`src/rtl/backtrack_ctrl.sv`:
```
// backtrack_ctrl
//   Consumer end of the decision stack. On a conflict it pops decision
//   variables, requests unwinding of their implications, then either flips
//   the decision (writes the opposite value and pushes it back) or unassigns
//   it and keeps popping. Pulses resume to the decider after a flip, or goes
//   to a sticky UNSAT state once the stack runs dry. Keeps a per-variable
//   "already flipped" bitmap.
//
// Ports
//   clock, reset              clock; synchronous active-high reset
//   conflict                  conflict pulse from control (ignored while busy)
//   stk_empty, stk_idx_in     decision stack status / popped index
//   stk_pop, stk_push         one-cycle stack requests
//   stk_idx_out               index pushed back after a flip
//   dec_new, dec_new_var      fresh decision: clears that variable's flipped bit
//   unwind_req, unwind_var    unwind request, held until unwind_done
//   unwind_done               unwinder finished
//   asg_rd_en, asg_idx        assignment read strobe / read-write index
//   asg_rd_val                read data (00 unassigned, 01 false, 10 true)
//   asg_wr_en, asg_wr_val     assignment write strobe / value
//   busy                      FSM active (not IDLE, not UNSAT)
//   resume, resume_var        one-cycle restart pulse with the flipped variable
//   unsat                     sticky: search space exhausted
//   err                       sticky: popped variable read back unassigned
module backtrack_ctrl #(
    parameter int MAX_VARS      = 16,
    parameter int MAX_VARS_BITS = 4
) (
    input  logic                     clock,
    input  logic                     reset,
    input  logic                     conflict,
    input  logic                     stk_empty,
    input  logic [MAX_VARS_BITS-1:0] stk_idx_in,
    output logic                     stk_pop,
    output logic                     stk_push,
    output logic [MAX_VARS_BITS-1:0] stk_idx_out,
    input  logic                     dec_new,
    input  logic [MAX_VARS_BITS-1:0] dec_new_var,
    output logic                     unwind_req,
    output logic [MAX_VARS_BITS-1:0] unwind_var,
    input  logic                     unwind_done,
    output logic                     asg_rd_en,
    output logic [MAX_VARS_BITS-1:0] asg_idx,
    input  logic [1:0]               asg_rd_val,
    output logic                     asg_wr_en,
    output logic [1:0]               asg_wr_val,
    output logic                     busy,
    output logic                     resume,
    output logic [MAX_VARS_BITS-1:0] resume_var,
    output logic                     unsat,
    output logic                     err
);

    localparam logic [2:0] S_IDLE   = 3'd0;
    localparam logic [2:0] S_POP    = 3'd1;
    localparam logic [2:0] S_UNWIND = 3'd2;
    localparam logic [2:0] S_READ   = 3'd3;
    localparam logic [2:0] S_CHECK  = 3'd4;
    localparam logic [2:0] S_PUSH   = 3'd5;
    localparam logic [2:0] S_DONE   = 3'd6;
    localparam logic [2:0] S_UNSAT  = 3'd7;

    logic [2:0]               state;
    logic [2:0]               state_nxt;
    logic [MAX_VARS_BITS-1:0] cur_var;
    logic [MAX_VARS-1:0]      flipped;
    logic                     do_flip;

    // An unassigned read-back takes the same path as an already-flipped one.
    assign do_flip = !flipped[cur_var] && (asg_rd_val != 2'b00);

    always_comb begin
        state_nxt = state;
        case (state)
            S_IDLE:   if (conflict) state_nxt = stk_empty ? S_UNSAT : S_POP;
            S_POP:    state_nxt = S_UNWIND;
            S_UNWIND: if (unwind_done) state_nxt = S_READ;
            S_READ:   state_nxt = S_CHECK;
            S_CHECK: begin
                if (do_flip)        state_nxt = S_PUSH;
                else if (stk_empty) state_nxt = S_UNSAT;
                else                state_nxt = S_POP;
            end
            S_PUSH:   state_nxt = S_DONE;
            S_DONE:   state_nxt = S_IDLE;
            S_UNSAT:  state_nxt = S_UNSAT;
            default:  state_nxt = S_IDLE;
        endcase
    end

    always_ff @(posedge clock) begin
        if (reset) begin
            state   <= S_IDLE;
            cur_var <= '0;
            flipped <= '0;
            err     <= 1'b0;
        end else begin
            state <= state_nxt;
            if (state == S_POP)
                cur_var <= stk_idx_in;
            if (state == S_CHECK && asg_rd_val == 2'b00)
                err <= 1'b1;
            // Later non-blocking write wins: a CHECK update on the same index
            // overrides a same-cycle clear from a fresh decision.
            if (dec_new)
                flipped[dec_new_var] <= 1'b0;
            if (state == S_CHECK)
                flipped[cur_var] <= do_flip;
        end
    end

    // Moore-style outputs decoded from state; indices gated to zero when idle.
    always_comb begin
        stk_pop     = (state == S_POP);
        stk_push    = (state == S_PUSH);
        stk_idx_out = (state == S_PUSH) ? cur_var : '0;
        unwind_req  = (state == S_UNWIND);
        unwind_var  = (state == S_UNWIND) ? cur_var : '0;
        asg_rd_en   = (state == S_READ);
        asg_wr_en   = (state == S_CHECK);
        asg_idx     = (state == S_READ || state == S_CHECK) ? cur_var : '0;
        asg_wr_val  = '0;
        if (state == S_CHECK && do_flip)
            asg_wr_val = {asg_rd_val[0], asg_rd_val[1]};
        busy        = (state != S_IDLE) && (state != S_UNSAT);
        resume      = (state == S_DONE);
        resume_var  = (state == S_DONE) ? cur_var : '0;
        unsat       = (state == S_UNSAT);
    end

endmodule

```
`config.mk`:
```
export PLATFORM = sky130hd
export DESIGN_NAME = backtrack_ctrl
export DESIGN_NICKNAME = d
export VERILOG_FILES = /design/src/rtl/backtrack_ctrl.sv
export SDC_FILE = /design/constraint.sdc
export NUM_CORES = 1
export LEC_CHECK = 0
export ABC_AREA = 1
export CAP_MARGIN = 20
export CORE_ASPECT_RATIO = 0.5
export CORE_MARGIN = 8
export CORE_UTILIZATION = 50
export DETAILED_ROUTE_END_ITERATION = 16
export MAX_ROUTING_LAYER = met4
export PLACE_DENSITY = 0.83
export SYNTH_ARGS = -nofsm -noshare
export SYNTH_HDL_FRONTEND = slang
export SYNTH_SLANG_ARGS = --single-unit
```
`constraint.sdc`:
```
create_clock -name clock -period 3.3 [get_ports clock]
set_clock_uncertainty 0.2 [all_clocks]
set_input_delay 0.66 -clock clock [delete_from_list [all_inputs] [get_ports clock]]
set_output_delay 0.66 -clock clock [all_outputs]
set_load 0.005 [all_outputs]
```
After elaboration in Yosys (flattened, before gate mapping)
Index checks and enable logic that the tools add are counted.
{"block": "totals", "regBits": 24, "input_bits": 16, "out_inout_bits": 27, "wordCells": 53}
{"block": "classes", "n_lt_le_gt_ge": 4, "eq_ne": 10, "n_mux": 20, "bitwise_logic": 2, "n_reduce_logical": 13}
{"operator": "16-bit 2-to-1 mux", "count": 3}
{"operator": "3-bit case mux with 8 select lines", "count": 1}
{"operator": "16-bit bitwise AND", "count": 1}
{"operator": "16-bit bitwise mux", "count": 1}
{"operator": "4-bit 2-to-1 mux", "count": 4}
{"operator": "16-bit NOT", "count": 1}
{"operator": "3-bit equality test, second input constant", "count": 4}
{"operator": "3-bit 2-to-1 mux", "count": 4}
{"operator": "4-bit by 5-bit < comparator with 1-bit output, second input constant", "count": 2}
{"operator": "1-bit demux with 4-bit select", "count": 2}
{"operator": "4-bit by 1-bit >= comparator with 1-bit output, second input constant", "count": 2}
{"operator": "3-bit by 2-bit equality test with 1-bit output, second input constant", "count": 2}
{"operator": "1-bit logical AND", "count": 6}
{"operator": "1-bit binary-select mux with 4-bit select", "count": 1}
{"operator": "3-bit by 1-bit equality test with 1-bit output, second input constant", "count": 1}
{"operator": "3-bit logical NOT", "count": 1}
{"operator": "1-bit 2-to-1 mux", "count": 3}
{"operator": "3-bit inequality test, second input constant", "count": 1}
{"operator": "3-bit nonzero test", "count": 1}
{"operator": "2-bit logical NOT", "count": 1}
{"operator": "2-bit 2-to-1 mux", "count": 1}
{"operator": "2-bit by 1-bit inequality test with 1-bit output, second input constant", "count": 1}
{"operator": "2-bit inequality test, second input constant", "count": 1}
{"operator": "2-bit AND reduction", "count": 1}
{"operator": "other kinds (3)", "count": 3}

Logic depth before layout (Yosys ltp)
{"block": "logic_depth", "word_depth": 10, "depth_mapped": 15, "mapped_depth_nobuf": 13}

Worst setup path before layout
Ideal clock, no wire load.
{"block": "synth_path", "path_type": "register to output", "startpoint": "register cur_var[0]", "endpoint": "output port asg_wr_val[0]", "t_arrival_ns": 1.270, "required_ns": 2.440, "setup_slack_ns": 1.170, "path_stages_with_launch": 13, "path_buffers": 3, "path_cell_list": "dfxtp_1 buf_6 buf_6 nand2_2 nand2_1 nand2_1 nand2_1 nand2_1 nand2_1 nor2_2 nand2_2 buf_6 nor3b_1"}
{"block": "synth_via", "elab_chain_cells": 6}
{"element": "from (decl)", "line_no": "65", "rtl": "logic [MAX_VARS_BITS-1:0] cur_var;"}
{"element": "from (signal assigned)", "line_no": "100", "rtl": "cur_var <= stk_idx_in;"}
{"element": "1-bit binary-select mux with 4-bit select", "line_no": "70", "rtl": "assign do_flip = !flipped[cur_var] && (asg_rd_val != 2'b00);"}
{"element": "1-bit 2-to-1 mux (implied by the code)", "line_no": "70"}
{"element": "1-bit logical NOT", "line_no": "70"}
{"element": "1-bit logical AND", "line_no": "70"}
{"element": "1-bit logical AND", "line_no": "123", "rtl": "if (state == S_CHECK && do_flip)"}
{"element": "2-bit 2-to-1 mux", "line_no": "123"}
{"element": "to (decl)", "line_no": "46", "rtl": "output logic [1:0] asg_wr_val,"}
Every way passes these cells. The select of a mux whose other input is x is not followed.

Worst setup path after layout
{"block": "layout_path", "startpoint": "input port asg_rd_val[1]", "endpoint": "output port asg_wr_val[0]"}
{"block": "layout_via", "elab_chain_cells": 4}
{"element": "from (decl)", "line_no": "44", "rtl": "input logic [1:0] asg_rd_val,"}
{"element": "2-bit nonzero test", "line_no": "70"}
{"element": "1-bit logical AND", "line_no": "70"}
{"element": "1-bit logical AND", "line_no": "123"}
{"element": "2-bit 2-to-1 mux (*)", "line_no": "123"}
Every way passes the cells marked *; elsewhere a longest branch is shown, timed or not.

==> results.yml <==
logic_synthesis:
  synth_top_family_by_area: "simple AND/OR/NAND/NOR gates"
  synth_xor_area_share_pct: 0
  synth-compound-area-share_pct: 24.58
  yosysSeqAreaShare_pct: 32.11
  synth.distinct_cells: 22
  syn_inst: 246
  ys_ff_latch: 24
  synth.net_count: 262
  synth_simple_gate_area_share_pct: 31.86
  postSynthAreaPerCell_sq_um: 6.083
  yosysWarnings: 0
  muxShareOfSynthArea_pct: 0
  syn_area_sq_um: 1496
  yosys.area_share.adder_pct: 0
timing:
  slew_headroom_pct: 57.99
  worstMarginPinSlew_ns: 0.6294
  slew_viol_final: 0
  hold_viol: 0
  setup_viol: 0
  period_needed_ns: 3.032
  rsz0062_at_grt: "no"
  tns_ns: 0
  clock.fmax_ghz: 0.3298
  fin_crit_sh_pct: 91.89
placed_design:
  dp_hpwl_microns: 3321
  port_buffers: 42
  gp_congestion: 0.9151
  dp.cells: 323
  placedInstanceArea_sq_um: 1931
detailed_routing:
  first_pass_iters: 4
  dr_total_vias: 1708
  drtIter0Drc: 241
  drcViolationCount: 0
  via_per_inst: 5.223
  final_antenna_net_count: 0
  wl_per_cell_microns: 13.78
  wirelength_microns: 4507
worst_setup_path:
  cp-start-kind: "input pin"
  worstPathCellList: "clkdlybuf4s50_1 > nor2_1 > inv_1 > nand2_1 > nor2_2 > nand2_2 > nor3b_1 > clkdlybuf4s50_1"
  arrival_ns: 2.17
  cpMaxStageDelayCell: "clkdlybuf4s50_1"
  crit_buf_inv: 3
  crit_type: "input pin to output port"
  cp_data_required_time_ns: 2.44
  cp_max_fo: 3
  worstSetupEndpointType: "output port"
  crit_top_cell: "clkdlybuf4s50_1"
  cpPeakStageDelay_ns: 0.53
  critPathTopFamily: "buffers and inverters"
floorplan:
  ios: 43
  die_area_sq_um: 5106
  core.rowCount: 14
  start_util_pct: 51.15
  die-height_microns: 54.69
  core_area_sq_um: 2925
  die-width_microns: 93.37
finish:
  fin_area_sq_um: 1986
  final_cell_count_no_fill: 327
  n_fill_cell: 253
  drive_gt1_share_pct: 5.226
  layout_commonest_cell: "nor2_1"
  insertedDiodeCount: 0
  final_cell_mix: "nor2_1 (56), nand2_1 (45), clkdlybuf4s50_1 (42), inv_1 (29), a21oi_1 (26)"
  area_growth_pct: 32.69
  nNetsFinal: 304
clock_network:
  tritoncts: "yes"
  cts_resized: 0
  htree_levels: 1
  cts_buffers: 3
  cts_setup_buffers: 0
  clk_latency_ns: 0.27
  clkTransAtPathRegs_ns: 0.08
  clk_path_buf_depth: 2
  ctsHoldBuffers: 0
  cts.sinks: 24
  root_buffer: "clkbuf_8"
grt:
  grt_max_degree: 23
  grt_usage_pct: 18.99
  first_global_vias: 1640
  grt_overflow: 0
  antenna_found_initial: 0
  grt_pass1_wl_microns: 7534
power_and_ir_drop:
  leakagePower_nw: 0.8239
  power.total_mw: 1.125
  vdd_ir_drop_max_mv: 0.4384
  pwr_density_cell_nw_per_um2: 566.7
outcome:
  status: "finished clean"
hold_path:
  hp-class: "register to register"
flow_run:
  maxCapViolCount: 0
cell families (layout without fill, tap and decap cells):
kind of cell / count (synthesis) / after routing
DFF: 24 / 24
and+or+nand+nor: 117 / 117
AOI/OAI and AO/OA: 66 / 66
buffers and inverters: 39 / 80
flip-flops by register name (all words and copies together) (netlist names):
name / count
state: 3
cur_var: 4
flipped: 16
err: 1
per-stage QoR:
step,setup WS (ns),hold WS (ns),utilization [%]
3_3_place_gp,0.2976,0.2586,66.00
6_report,0.2677,0.2777,67.88
5_1_grt,0.08872,0.3329,67.88
3_5_place_dp,0.2396,0.2625,66.00
4_1_cts,0.2358,0.2818,67.88
2_1_floorplan,1.170,0.2642,-
path summary, 6_finish.rpt:
kind              endpoint  cells after the start          start  slack (ns)
max          asg_wr_val[0]                      8  asg_rd_val[1]        0.27
min                    err                      1            err        0.28
max reg2reg       state[2]                     13     cur_var[0]        1.33
min reg2reg            err                      1            err        0.28
cell usage after synthesis, drive strengths merged:
cell type	instances	share of area, %
nand2	48	13
nor3	4	1.3
nor3b	2	1.0
nand3	4	1.3
buf	5	2.9
o21ai	25	8.4
dfxtp	24	32
o21a	1	0.50
nor2	58	15
a21oi	27	9.3
inv	32	8.0
a31oi	1	0.42
or2	1	0.42
clkbuf	2	0.50
a21boi	12	6.0
final cells by class:
| cell class | instances | area [sq um] | share of cell area, % |
|---|---|---|---|
| Multi-Input combinational cell | 183 | 844.6 | 42.53 |
| Sequential cell | 24 | 480.5 | 24.20 |
| Timing Repair Buffer | 44 | 435.4 | 21.93 |
| Inverter | 32 | 120.1 | 6.049 |
| Clock buffer | 4 | 55.05 | 2.773 |
| Tap cell | 40 | 50.05 | 2.520 |
power by group:
part | switching, mW | internal, mW
Sequential | 0.0546 | 0.332
Combinational | 0.331 | 0.206
Clock | 0.0946 | 0.107
Total | 0.480 | 0.645
metal layers:
layer	GRT usage, %	up-vias	part of all wire (%)
met4	4.485	0	0.31
met2	30.97	73	46
met1	22.90	771	45
met5	-	-	0
met3	5.609	2	9.2
li1	-	862	-
Note: power is estimated with default switching activity, not from simulation.
